`config.mk`:
```
export PLATFORM = sky130hd
export DESIGN_NAME = freq_div_cfg_ctrl
export DESIGN_NICKNAME = d
export VERILOG_FILES = /design/src/rtl/freq_div_cfg_ctrl.sv
export SDC_FILE = /design/constraint.sdc
export NUM_CORES = 1
export LEC_CHECK = 0
export ABC_CLOCK_PERIOD_IN_PS = 1800
export CAP_MARGIN = 0
export CORE_UTILIZATION = 44
export CTS_BUF_LIST = sky130_fd_sc_hd__clkbuf_16
export DETAILED_ROUTE_END_ITERATION = 12
export PLACE_DENSITY = 0.75
export SYNTH_ARGS = -nofsm -noshare
export SYNTH_HDL_FRONTEND = slang
export SYNTH_SLANG_ARGS = --single-unit
export TNS_END_PERCENT = 1
```
`constraint.sdc`:
```
create_clock -name clkin -period 1.8 [get_ports clkin]
set_input_delay 0.18 -clock clkin [delete_from_list [all_inputs] [get_ports clkin]]
set_output_delay 0.18 -clock clkin [all_outputs]
set_load 0.005 [all_outputs]
```
`src/rtl/freq_div_cfg_ctrl.sv`:
```
// Round-robin configuration sequencer driving the ratio update handshake of freq_div_by_n_10b.
// Optional divider bypass around ratio switches is enabled by defining FREQ_DIV_CFG_CTRL_BYPASS_EN.
module freq_div_cfg_ctrl #(
    parameter int unsigned NREQ        = 2,
    parameter int unsigned RATIO_W     = 10,
    parameter int unsigned MIN_RATIO   = 2,
    parameter int unsigned RESET_RATIO = 10,
    parameter int unsigned TIMEOUT     = 1023,
    parameter int unsigned SYNC_STAGES = 2
) (
    input  logic                    clkin,
    input  logic                    rstb,
    input  logic [NREQ-1:0]         cfg_req,
    input  logic [NREQ*RATIO_W-1:0] cfg_ratio,
    output logic [NREQ-1:0]         cfg_done,
    output logic [NREQ-1:0]         cfg_err,
    output logic [RATIO_W-1:0]      div_ratio,
    output logic                    div_upd_req,
    input  logic                    div_upd_ack,
    output logic                    div_bypass,
    output logic                    busy
);

    localparam int unsigned PTR_W = (NREQ > 1) ? $clog2(NREQ) : 1;
    localparam int unsigned TMR_W = $clog2(TIMEOUT + 1);

    typedef enum logic [1:0] {StIdle, StLoad, StReq, StRel} state_e;

    state_e                 state_q, state_d;
    logic [PTR_W-1:0]       ptr_q, ptr_d;
    logic [PTR_W-1:0]       gnt_q, gnt_d;
    logic [RATIO_W-1:0]     ratio_q, ratio_d;
    logic                   req_q, req_d;
    logic [NREQ-1:0]        done_q, done_d;
    logic [NREQ-1:0]        err_q, err_d;
    logic [TMR_W-1:0]       timer_q, timer_d;
    logic [SYNC_STAGES-1:0] sync_q;

    logic                   ack_s;
    logic                   timeout;
    logic [NREQ-1:0]        eligible;
    logic                   gnt_valid;
    logic [PTR_W-1:0]       gnt_idx;
    logic [NREQ-1:0]        gnt_new_oh;
    logic [RATIO_W-1:0]     gnt_ratio;
    logic                   gnt_reject;
    logic [NREQ-1:0]        gnt_oh;

    assign ack_s   = sync_q[SYNC_STAGES-1];
    assign timeout = (timer_q == TMR_W'(TIMEOUT));

    // Round-robin pick starting at ptr_q; a client whose done/err is pulsing this cycle is
    // masked so its still-high request is only seen as a new one on the following cycle.
    always_comb begin
        eligible   = cfg_req & ~(done_q | err_q);
        gnt_valid  = 1'b0;
        gnt_idx    = '0;
        gnt_new_oh = '0;
        gnt_ratio  = '0;
        for (int unsigned j = 0; j < NREQ; j++) begin
            if (!gnt_valid && eligible[j] && (PTR_W'(j) >= ptr_q)) begin
                gnt_valid     = 1'b1;
                gnt_idx       = PTR_W'(j);
                gnt_new_oh[j] = 1'b1;
                gnt_ratio     = cfg_ratio[j*RATIO_W +: RATIO_W];
            end
        end
        for (int unsigned j = 0; j < NREQ; j++) begin
            if (!gnt_valid && eligible[j] && (PTR_W'(j) < ptr_q)) begin
                gnt_valid     = 1'b1;
                gnt_idx       = PTR_W'(j);
                gnt_new_oh[j] = 1'b1;
                gnt_ratio     = cfg_ratio[j*RATIO_W +: RATIO_W];
            end
        end
        gnt_reject = (gnt_ratio < RATIO_W'(MIN_RATIO));
    end

    always_comb begin
        gnt_oh = '0;
        for (int unsigned j = 0; j < NREQ; j++) begin
            gnt_oh[j] = (PTR_W'(j) == gnt_q);
        end
    end

    // State register
    always_ff @(posedge clkin or negedge rstb) begin
        if (!rstb) begin
            state_q <= StIdle;
            ptr_q   <= '0;
            gnt_q   <= '0;
            ratio_q <= RATIO_W'(RESET_RATIO);
            req_q   <= 1'b0;
            done_q  <= '0;
            err_q   <= '0;
            timer_q <= '0;
            sync_q  <= '0;
        end else begin
            state_q <= state_d;
            ptr_q   <= ptr_d;
            gnt_q   <= gnt_d;
            ratio_q <= ratio_d;
            req_q   <= req_d;
            done_q  <= done_d;
            err_q   <= err_d;
            timer_q <= timer_d;
            sync_q  <= {sync_q[SYNC_STAGES-2:0], div_upd_ack};
        end
    end

    // Next-state logic
    always_comb begin
        state_d = state_q;
        ptr_d   = ptr_q;
        unique case (state_q)
            StIdle: begin
                if (gnt_valid) begin
                    ptr_d = (gnt_idx == PTR_W'(NREQ - 1)) ? '0 : gnt_idx + 1'b1;
                    if (!gnt_reject) state_d = StLoad;
                end
            end
            StLoad: state_d = StReq;
            StReq: begin
                if (ack_s)        state_d = StRel;
                else if (timeout) state_d = StIdle;
            end
            StRel: begin
                if (!ack_s || timeout) state_d = StIdle;
            end
            default: state_d = StIdle;
        endcase
    end

    // Registered-output and datapath next values
    always_comb begin
        gnt_d   = gnt_q;
        ratio_d = ratio_q;
        req_d   = req_q;
        done_d  = '0;
        err_d   = '0;
        timer_d = timer_q;
        unique case (state_q)
            StIdle: begin
                if (gnt_valid) begin
                    if (gnt_reject) begin
                        err_d = gnt_new_oh;
                    end else begin
                        ratio_d = gnt_ratio;
                        gnt_d   = gnt_idx;
                    end
                end
            end
            StLoad: begin
                req_d   = 1'b1;
                timer_d = '0;
            end
            StReq: begin
                if (ack_s) begin
                    req_d   = 1'b0;
                    timer_d = '0;
                end else if (timeout) begin
                    req_d = 1'b0;
                    err_d = gnt_oh;
                end else begin
                    timer_d = timer_q + 1'b1;
                end
            end
            StRel: begin
                if (!ack_s)       done_d  = gnt_oh;
                else if (timeout) err_d   = gnt_oh;
                else              timer_d = timer_q + 1'b1;
            end
            default: ;
        endcase
    end

`ifdef FREQ_DIV_CFG_CTRL_BYPASS_EN
    logic       byp_q, byp_d;
    logic [1:0] byp_cnt_q, byp_cnt_d;

    // Bypass rises with the new ratio and lingers two cycles after the handshake ends.
    always_comb begin
        byp_d     = byp_q;
        byp_cnt_d = byp_cnt_q;
        if (state_q == StIdle && state_d == StLoad) begin
            byp_d     = 1'b1;
            byp_cnt_d = 2'd0;
        end else if ((state_q == StReq || state_q == StRel) && state_d == StIdle) begin
            byp_cnt_d = 2'd2;
        end else if (byp_cnt_q != 2'd0) begin
            byp_cnt_d = byp_cnt_q - 2'd1;
            if (byp_cnt_q == 2'd1) byp_d = 1'b0;
        end
    end

    always_ff @(posedge clkin or negedge rstb) begin
        if (!rstb) begin
            byp_q     <= 1'b0;
            byp_cnt_q <= 2'd0;
        end else begin
            byp_q     <= byp_d;
            byp_cnt_q <= byp_cnt_d;
        end
    end

    assign div_bypass = byp_q;
`else
    assign div_bypass = 1'b0;
`endif

    assign cfg_done    = done_q;
    assign cfg_err     = err_q;
    assign div_ratio   = ratio_q;
    assign div_upd_req = req_q;
    assign busy        = (state_q != StIdle);

endmodule

```
* Word-level counts from Yosys, hierarchy flattened
Cells that the tools add are included.
Storage, ports and cells: logic and storage cells 86, output and inout port bits 17, register bits after elaboration 31
Operators by class: $add $sub $neg 2, order comparisons 5, bitwise operators 5, equal/unequal tests 9, mux-type cells 35, reductions and logical operators 21
Operator list (count):
- $mux W10 | 7
- $pmux W10 S3 | 1
- $mux W2 | 12
- $mux W1 | 12
- $add A10 B1 Y10 const B | 1
- $eq A10 B10 Y1 const B | 1
- $lt A10 B2 Y1 const B | 1
- $ne A2 B2 Y1 const B | 4
- $pmux W2 S4 | 1
- $logic_and A1 B1 Y1 | 7
- $pmux W2 S3 | 1
- $reduce_and A2 Y1 | 3
- $eq A2 B2 Y1 const B | 2
- $logic_not A1 Y1 | 4
- $reduce_and A4 Y1 | 1
- $reduce_bool A2 Y1 | 2
- $ne A3 B3 Y1 const B | 1
- $reduce_and A3 Y1 | 1
- $reduce_bool A3 Y1 | 1
- $and A2 B2 Y2 | 1
- $eq A2 B1 Y1 const B | 1
- $ge A1 B1 Y1 const A | 2
- $logic_not A2 Y1 | 1
- $lt A1 B1 Y1 const A | 2
- 6 further kinds | 7

* Depth between registers and ports, before layout
Gate-level depths: netlist of run 1.
depth after elaboration 21, depth in mapped cells 6

* Worst setup path before layout of run 1
OpenSTA, ideal clock, no wires.
path kind reg-to-reg, start point reg err_q[0] (netlist: cfg_err[0]), end point reg ratio_q[0] (netlist: div_ratio[0]), arrival time 1793 ps, stages on the path, launching flop included 7, path buffers 1, data required time 1675 ps, path slack -119 ps, path through dfrtp_1 > or3b_4 > o21a_4 > a22oi_2 > a21o_4 > buf_12 > mux2_4
Between the ends: cells in the longest elaborated chain, start to end 20, elaborated cells on any way between the ends 24
RTL lines:
- from (decl) | RTL line 35 | logic [NREQ-1:0] err_q, err_d;
- from (signal assigned) | RTL line 105 | err_q <= err_d;
- $or A2 B2 Y2 (*) | RTL line 55 | eligible = cfg_req & ~(done_q | err_q);
- $not A2 Y2 (*) | RTL line 55
- $and A2 B2 Y2 (*) | RTL line 55
- $logic_and A1 B1 Y1 | RTL line 61 | if (!gnt_valid && eligible[j] && (PTR_W'(j) >= ptr_q)) begin
- $mux W1 | RTL line 61
- $logic_not A1 Y1 | RTL line 61
- $logic_and A1 B1 Y1 (2 in series) | RTL line 61
- $mux W1 | RTL line 61
- $logic_not A1 Y1 | RTL line 69 | if (!gnt_valid && eligible[j] && (PTR_W'(j) < ptr_q)) begin
- $logic_and A1 B1 Y1 (2 in series) | RTL line 69
- $mux W1 | RTL line 69
- $logic_not A1 Y1 | RTL line 69
- $logic_and A1 B1 Y1 (2 in series) | RTL line 69
- $mux W10 | RTL line 69
- $lt A10 B2 Y1 | RTL line 76 | gnt_reject = (gnt_ratio < RATIO_W'(MIN_RATIO));
- $not A1 Y1 (no line)
- $reduce_and A3 Y1 (no line)
- to (signal assigned) | RTL line 92 | ratio_q <= RATIO_W'(RESET_RATIO);
- to (signal assigned) | RTL line 102 | ratio_q <= ratio_d;
- to (decl) | RTL line 32 | logic [RATIO_W-1:0] ratio_q, ratio_d;
Every way passes the cells marked *; elsewhere a longest branch is shown, timed or not. A chain may end at the register's enable or synchronous reset.

* Worst setup path in the final report of run 1
start point reg done_q[0] (netlist: cfg_done[0]), end point reg ratio_q[9] (netlist: div_ratio[9])
Between the ends: cells in the longest elaborated chain, start to end 20, elaborated cells on any way between the ends 24
RTL lines:
- from (decl) | RTL line 34 | logic [NREQ-1:0] done_q, done_d;
- from (signal assigned) | RTL line 104 | done_q <= done_d;
- $or A2 B2 Y2 (*) | RTL line 55
- $not A2 Y2 (*) | RTL line 55
- $and A2 B2 Y2 (*) | RTL line 55
- $logic_and A1 B1 Y1 | RTL line 61
- $mux W1 | RTL line 61
- $logic_not A1 Y1 | RTL line 61
- $logic_and A1 B1 Y1 (2 in series) | RTL line 61
- $mux W1 | RTL line 61
- $logic_not A1 Y1 | RTL line 69
- $logic_and A1 B1 Y1 (2 in series) | RTL line 69
- $mux W1 | RTL line 69
- $logic_not A1 Y1 | RTL line 69
- $logic_and A1 B1 Y1 (2 in series) | RTL line 69
- $mux W10 | RTL line 69
- $lt A10 B2 Y1 | RTL line 76
- $not A1 Y1 (no line)
- $reduce_and A3 Y1 (no line)
Marked as above.

==> results of run 1 <==
[flip-flops by register name, indices dropped and copies added (netlist names)]
name	cells
cfg_err	2
div_upd_req	1
timer_q	10
gnt_q	1
sync_q	2
cfg_done	2
state_q	2
div_ratio	10
ptr_q	1
[report_power, final]
group / switching [mW] / internal, mW
Combinational: 0.559 / 0.722
Clock: 0.282 / 0.497
Sequential: 0.157 / 0.902
[timing repair]
item                                    4_1_cts  5_1_grt
resized for setup                             0        2
pin swaps                                     1        0
endpoints found under the setup margin        9       11
[final timing paths]
kind | start | to | slack [ps]
worst min register to register | sync_q[0]$_DFF_PN0_ | sync_q[1]$_DFF_PN0_ | 350
worst min-delay path | rstb | timer_q[2]$_DFFE_PN0P_ | 290
worst max register to register | cfg_done[0]$_DFF_PN0_ | div_ratio[9]$_DFFE_PN0P_ | -140
min in group clkin | div_upd_ack | sync_q[0]$_DFF_PN0_ | 340
max in group asynchronous | rstb | div_ratio[1]$_DFFE_PN1P_ | 1180
worst max-delay path | cfg_done[0]$_DFF_PN0_ | div_ratio[9]$_DFFE_PN0P_ | -140
[stage by stage]
step	area, µm²	hold slack, ps
after detailed placement	2240	341
after global routing	2390	324
final	2390	289
after floorplan	1690	-116
after CTS	2380	304
after global placement	2240	333
[placed cells by master (no fill, tap or decap), types with 2 or more instances in the layout]
cell type / n
mux2_4: 8
a21oi_1: 13
a22oi_1: 2
nor4_1: 4
dfrtp_1: 29
o21ai_0: 4
nand2b_1: 2
o2bb2ai_1: 2
a22o_1: 8
a22oi_2: 2
clkdlybuf4s50_1: 40
dfstp_2: 2
buf_4: 20
o21ai_1: 3
nand4_1: 2
o31ai_1: 4
nand3_1: 4
nor2_1: 12
clkbuf_16: 5
nand2_1: 9
a32oi_1: 2
a31oi_1: 5
and3_1: 3
inv_1: 6
and2_1: 2
nor3_1: 2
o211ai_1: 3
[layer usage]
layer | vias up | track usage
li1 | 732 | -
met1 | 733 | 0.251
met2 | 55 | 0.404
met3 | 10 | 0.0750
met4 | 0 | 0.122
met5 | - | 0
[cell families after synthesis]
family                   synth area share
flip-flops                          0.461
AO/OA/AOI/OAI                       0.257
buffers and inverters              0.0423
multiplexers                       0.0778
AND/OR/NAND/NOR                     0.146
other                             0.00222
adder cells (fa/ha/maj)            0.0133
[area by class of cell]
| type | count | share of cell area |
|---|---|---|
| clock buffers | 5 | 0.0524 |
| well taps | 48 | 0.0251 |
| inverters | 4 | 0.00628 |
| flip-flops and latches | 31 | 0.326 |
| repair buffers | 60 | 0.230 |
| multi-input cells | 117 | 0.355 |
| clock inverters | 3 | 0.00524 |
==> results.toml, run 1 <==
[power]
powerDensity_mw_per_mm2 = 1310
p_total_mw = 3.12
leakage_nw = 1.04
peakVddDrop_mv = 0.654

[setup_path]
crit_fanout = 11
startpoint_type = "register"
arrival_ps = 2100
cpPeakStageDelay_ps = 430
cp_top_family = "compound AO/OA/AOI/OAI gates"
critPathBufInv = 0
r2r_cells = 5
worst-setup-path-type = "register to register"
slowest_stage = "or3b_4"
path_depth = 5
cp.required_ps = 1960
worstPathCellList = "or3b_4 -> o21a_4 -> a22oi_2 -> a21o_4 -> mux2_4"
cp-end-kind = "register"

[flow_run]
maxCapViolations = 0

[detailed_routing]
drc_errors = 0
wl_met1_um = 1740
wl_per_cell_um = 16.0
routed_wl_um = 4280
detail-route-antenna-nets = 0
drt-initial-drc-count = 98
dr.max_layer_used = "met4"
wl_met3_um = 248
dr_total_vias = 1530
via_per_inst = 5.71
dr.pass1.iters = 4
routed-wl-met2_um = 2200

[place]
port_buffers = 40
place_inst = 260
place_ws_ps = -420
globalplace.congestion = 0.897
hpwl_um = 3270

[global_route]
grt_pass1_wl_um = 7090
track_usage = 0.233
grt_max_degree = 32
antenna_found_initial = 0
grt_pass1_vias = 1603
overflow = 0

[cells_and_area]
fin_nets = 245
multi_input_area_um2 = 848
final_util = 0.653
diodes = 0
seqCellArea_um2 = 778
final_layout_size_suffix_gt1_frac = 0.205
area_delta_synth_final_pct = 41.6
fill_cells = 300
layout.cells.non_filler = 268

[clocking]
ctsRootBufferMaster = "clkbuf_16"
cts_tree = "built"
cts_max_path_buffers = 2
cts_sinks = 31
holdBufCountCts = 0
cts_made_buffers = 5
clkSlewWorstSetupHoldPaths_ps = 50
clk_latency_ps = 280
h-tree-depth = 2
postCtsSetupBuffers = 0

[logic_synthesis]
synthTopCellsByArea = "dfrtp_1 43%, mux2_4 7.1%, a22o_1 4.2%, a21oi_1 3.9%, dfstp_2 3.1%"
yosysSeqAreaShare = 0.461
avgSynthCellArea_um2 = 10.5
synth_edf_count = 0
netlist_instances = 161
synth_most_common_cell = "dfrtp_1"
yosysWarnings = 0
synth_area_leader_cell = "dfrtp_1"
synth_commonest_cells = "29 x dfrtp_1, 13 x a21oi_1, 12 x nor2_1"
yosys_most_used_dff = "dfrtp_1"
synth_area_mm2 = 0.00169
synth-async-reset-ratio = 1.00
synth.ff_latch_count = 31
synth_top_area_frac = 0.430
synthDistinctLibCells = 47
syn_nets = 187

[timing]
setup_viol = 9
rsz0062_at_grt = "true"
finalWorstSetupSlack_ps = -143
finalMaxSlewViolations = 0
fin_crit_ps = 1940
skew_ps = 8.68
post-route-period-util = 1.08
final.setup.tns_ps = -1170
max_freq_mhz = 515
hold_viol_final = 0

[die]
start_util = 0.461
num_rows = 22
ioPinCount = 42
core_mm2 = 0.00366
die_area_mm2 = 0.00409
die_h_um = 63.9
fp.dieW_um = 63.9

[run_status]
violations = "negative setup slack"
outcome = "complete, but fails checks"

[hold_path]
hp-class = "input port to async pin"
(Power assumes the default switching activity.)
==> run 2: changes to the inputs <==
CORE_UTILIZATION = 38   (was 44)
GPL_ROUTABILITY_DRIVEN = 0   (was default)
MAX_ROUTING_LAYER = met4   (was default)
PLACE_DENSITY = 0.67   (was 0.75)
==> run 2 against run 1 <==
Effect of this change: the flow still finishes with violations (negative setup slack); non-clock buffer count increased by 1; worst hold slack better by 5.3 ps; maximum frequency grew 0.44%; first-iteration DRC count decreased by 11%; setup slack improved by 8.5 ps; via count up 0.65%; sequential power barely moved; critical path depth rose by 1.
==> results.toml, run 2 (same netlist as run 1, synthesis figures left out) <==
[setup_path]
cp.required_ps = 1950
r2r_cells = 6
r2r_end = "div_ratio[4]$_DFFE_PN0P_"
worst-setup-path-type = "register to register"
reg2reg_slack_ps = -130
startpoint_type = "register"
r2r_start = "cfg_err[0]$_DFF_PN0_"
crit_fanout = 6
arrival_ps = 2090
cp-end-kind = "register"

[timing]
setup_viol = 11
skew_ps = 1.67
finalWorstSetupSlack_ps = -135
post-route-period-util = 1.07
max_freq_mhz = 517
fin_crit_ps = 1930
final.setup.tns_ps = -1200
hold_viol_final = 0
rsz0062_at_grt = "true"
finalMaxSlewViolations = 0
holdWs_ps = 294

[global_route]
overflow = 0
grt_pass1_wl_um = 6640
grt_pass1_vias = 1476
track_usage = 0.202
grt_max_degree = 32
antenna_found_initial = 0

[detailed_routing]
wl_per_cell_um = 15.6
dr.pass1.iters = 4
drc_errors = 0
drt-initial-drc-count = 87
detail-route-antenna-nets = 0
dr_total_vias = 1540
routed_wl_um = 4240
via_per_inst = 5.68

[clocking]
ctsRootBufferMaster = "clkbuf_16"
clk_latency_ps = 270
cts_max_path_buffers = 2
cts_made_buffers = 5
cts_sinks = 31
h-tree-depth = 2
clkSlewWorstSetupHoldPaths_ps = 50
cts_tree = "built"

[power]
peakVddDrop_mv = 0.614
leakage_nw = 1.05
powerDensity_mw_per_mm2 = 1330

[cells_and_area]
area_delta_synth_final_pct = 43.1
diodes = 0
layout_commonest_cell = "clkdlybuf4s50_1"
final_cell_mix = "40 x clkdlybuf4s50_1, 29 x dfrtp_1, 21 x buf_4"
final_layout_size_suffix_gt1_frac = 0.222
final_util = 0.583
fin_nets = 247

[flow_run]
maxCapViolations = 0

[run_status]
violations = "negative setup slack"
outcome = "complete, but fails checks"

[die]
start_util = 0.407
ioPinCount = 42
die_area_mm2 = 0.00471
num_rows = 23
die_h_um = 68.6
fp.dieW_um = 68.6
core_mm2 = 0.00414

[hold_path]
hp-class = "input port to async pin"

[place]
port_buffers = 40
hpwl_um = 3160
==> run 2: changes by cell type in the layout (fill, tap and decap cells not counted), sizes merged <==
| cell | change |
|---|---|
| a21o | +1 |
| buf | +1 |
| clkinv | +1 |
| inv | -2 |
==> run 2: layer usage <==
metal,share of wire,up-vias,GRT usage
li1,-,737,-
met4,0.0085,0,0.0573
met1,0.42,737,0.225
met3,0.060,3,0.0493
met2,0.52,63,0.358
met5,0,-,-
==> run 2: what timing repair did <==
| action | in CTS | in global routing |
|---|---|---|
| pin swaps | 5 | 4 |
| resized for setup | 3 | 3 |
| endpoints found under the setup margin | 11 | 16 |
| gates cloned | 1 | 0 |
| hold buffers | 0 | 0 |
| buffers inserted | 2 | 0 |
==> run 2: cell type report <==
cell class | instances | area (µm²)
clock buffers | 5 | 125
clock inverters | 2 | 8.76
fillers | 358 | 1730
inverters | 4 | 15.0
multi-input cells | 118 | 867
flip-flops and latches | 31 | 778
well taps | 50 | 62.6
repair buffers | 61 | 558
==> run 2: per-stage QoR <==
step	total power, mW	instances	worst slack (ps)	cell area [µm²]
after CTS	3.22	271	-157	2410
after floorplan	1.79	161	-100	1690
after global routing	3.39	271	-191	2410
after detailed placement	2.37	261	-421	2240
final	3.20	271	-135	2410
after global placement	2.31	261	-347	2240
==> run 2: how the worst max path moves through the flow <==
stage                                      from                        to  slack, ps  cells past startpoint
after floorplan           cfg_done[0]$_DFF_PN0_  div_ratio[0]$_DFFE_PN0P_       -100                      6
after global placement               cfg_req[0]  div_ratio[0]$_DFFE_PN0P_       -350                      6
after detailed placement             cfg_req[0]  div_ratio[4]$_DFFE_PN0P_       -420                      6
after CTS                  cfg_err[0]$_DFF_PN0_  div_ratio[4]$_DFFE_PN0P_       -160                      5
after global routing       cfg_err[0]$_DFF_PN0_  div_ratio[4]$_DFFE_PN0P_       -190                      5
final                      cfg_err[0]$_DFF_PN0_  div_ratio[4]$_DFFE_PN0P_       -130                      6
==> run 2: where the power goes <==
| part | total (mW) | switching (mW) | leakage, nW | internal (mW) |
|---|---|---|---|---|
| registers | 1.06 | 0.159 | 0.398 | 0.902 |
| logic | 1.37 | 0.589 | 0.583 | 0.778 |
| clock network | 0.775 | 0.279 | 0.0671 | 0.495 |
| total | 3.20 | 1.03 | 1.05 | 2.17 |
==> run 2: critical path, cell delays in order (launching register included) <==
cell     delay (ps)
dfrtp_1         390
or3b_4          410
buf_4           150
a21oi_4         160
a22oi_2         140
a21o_4          260
mux2_4          310
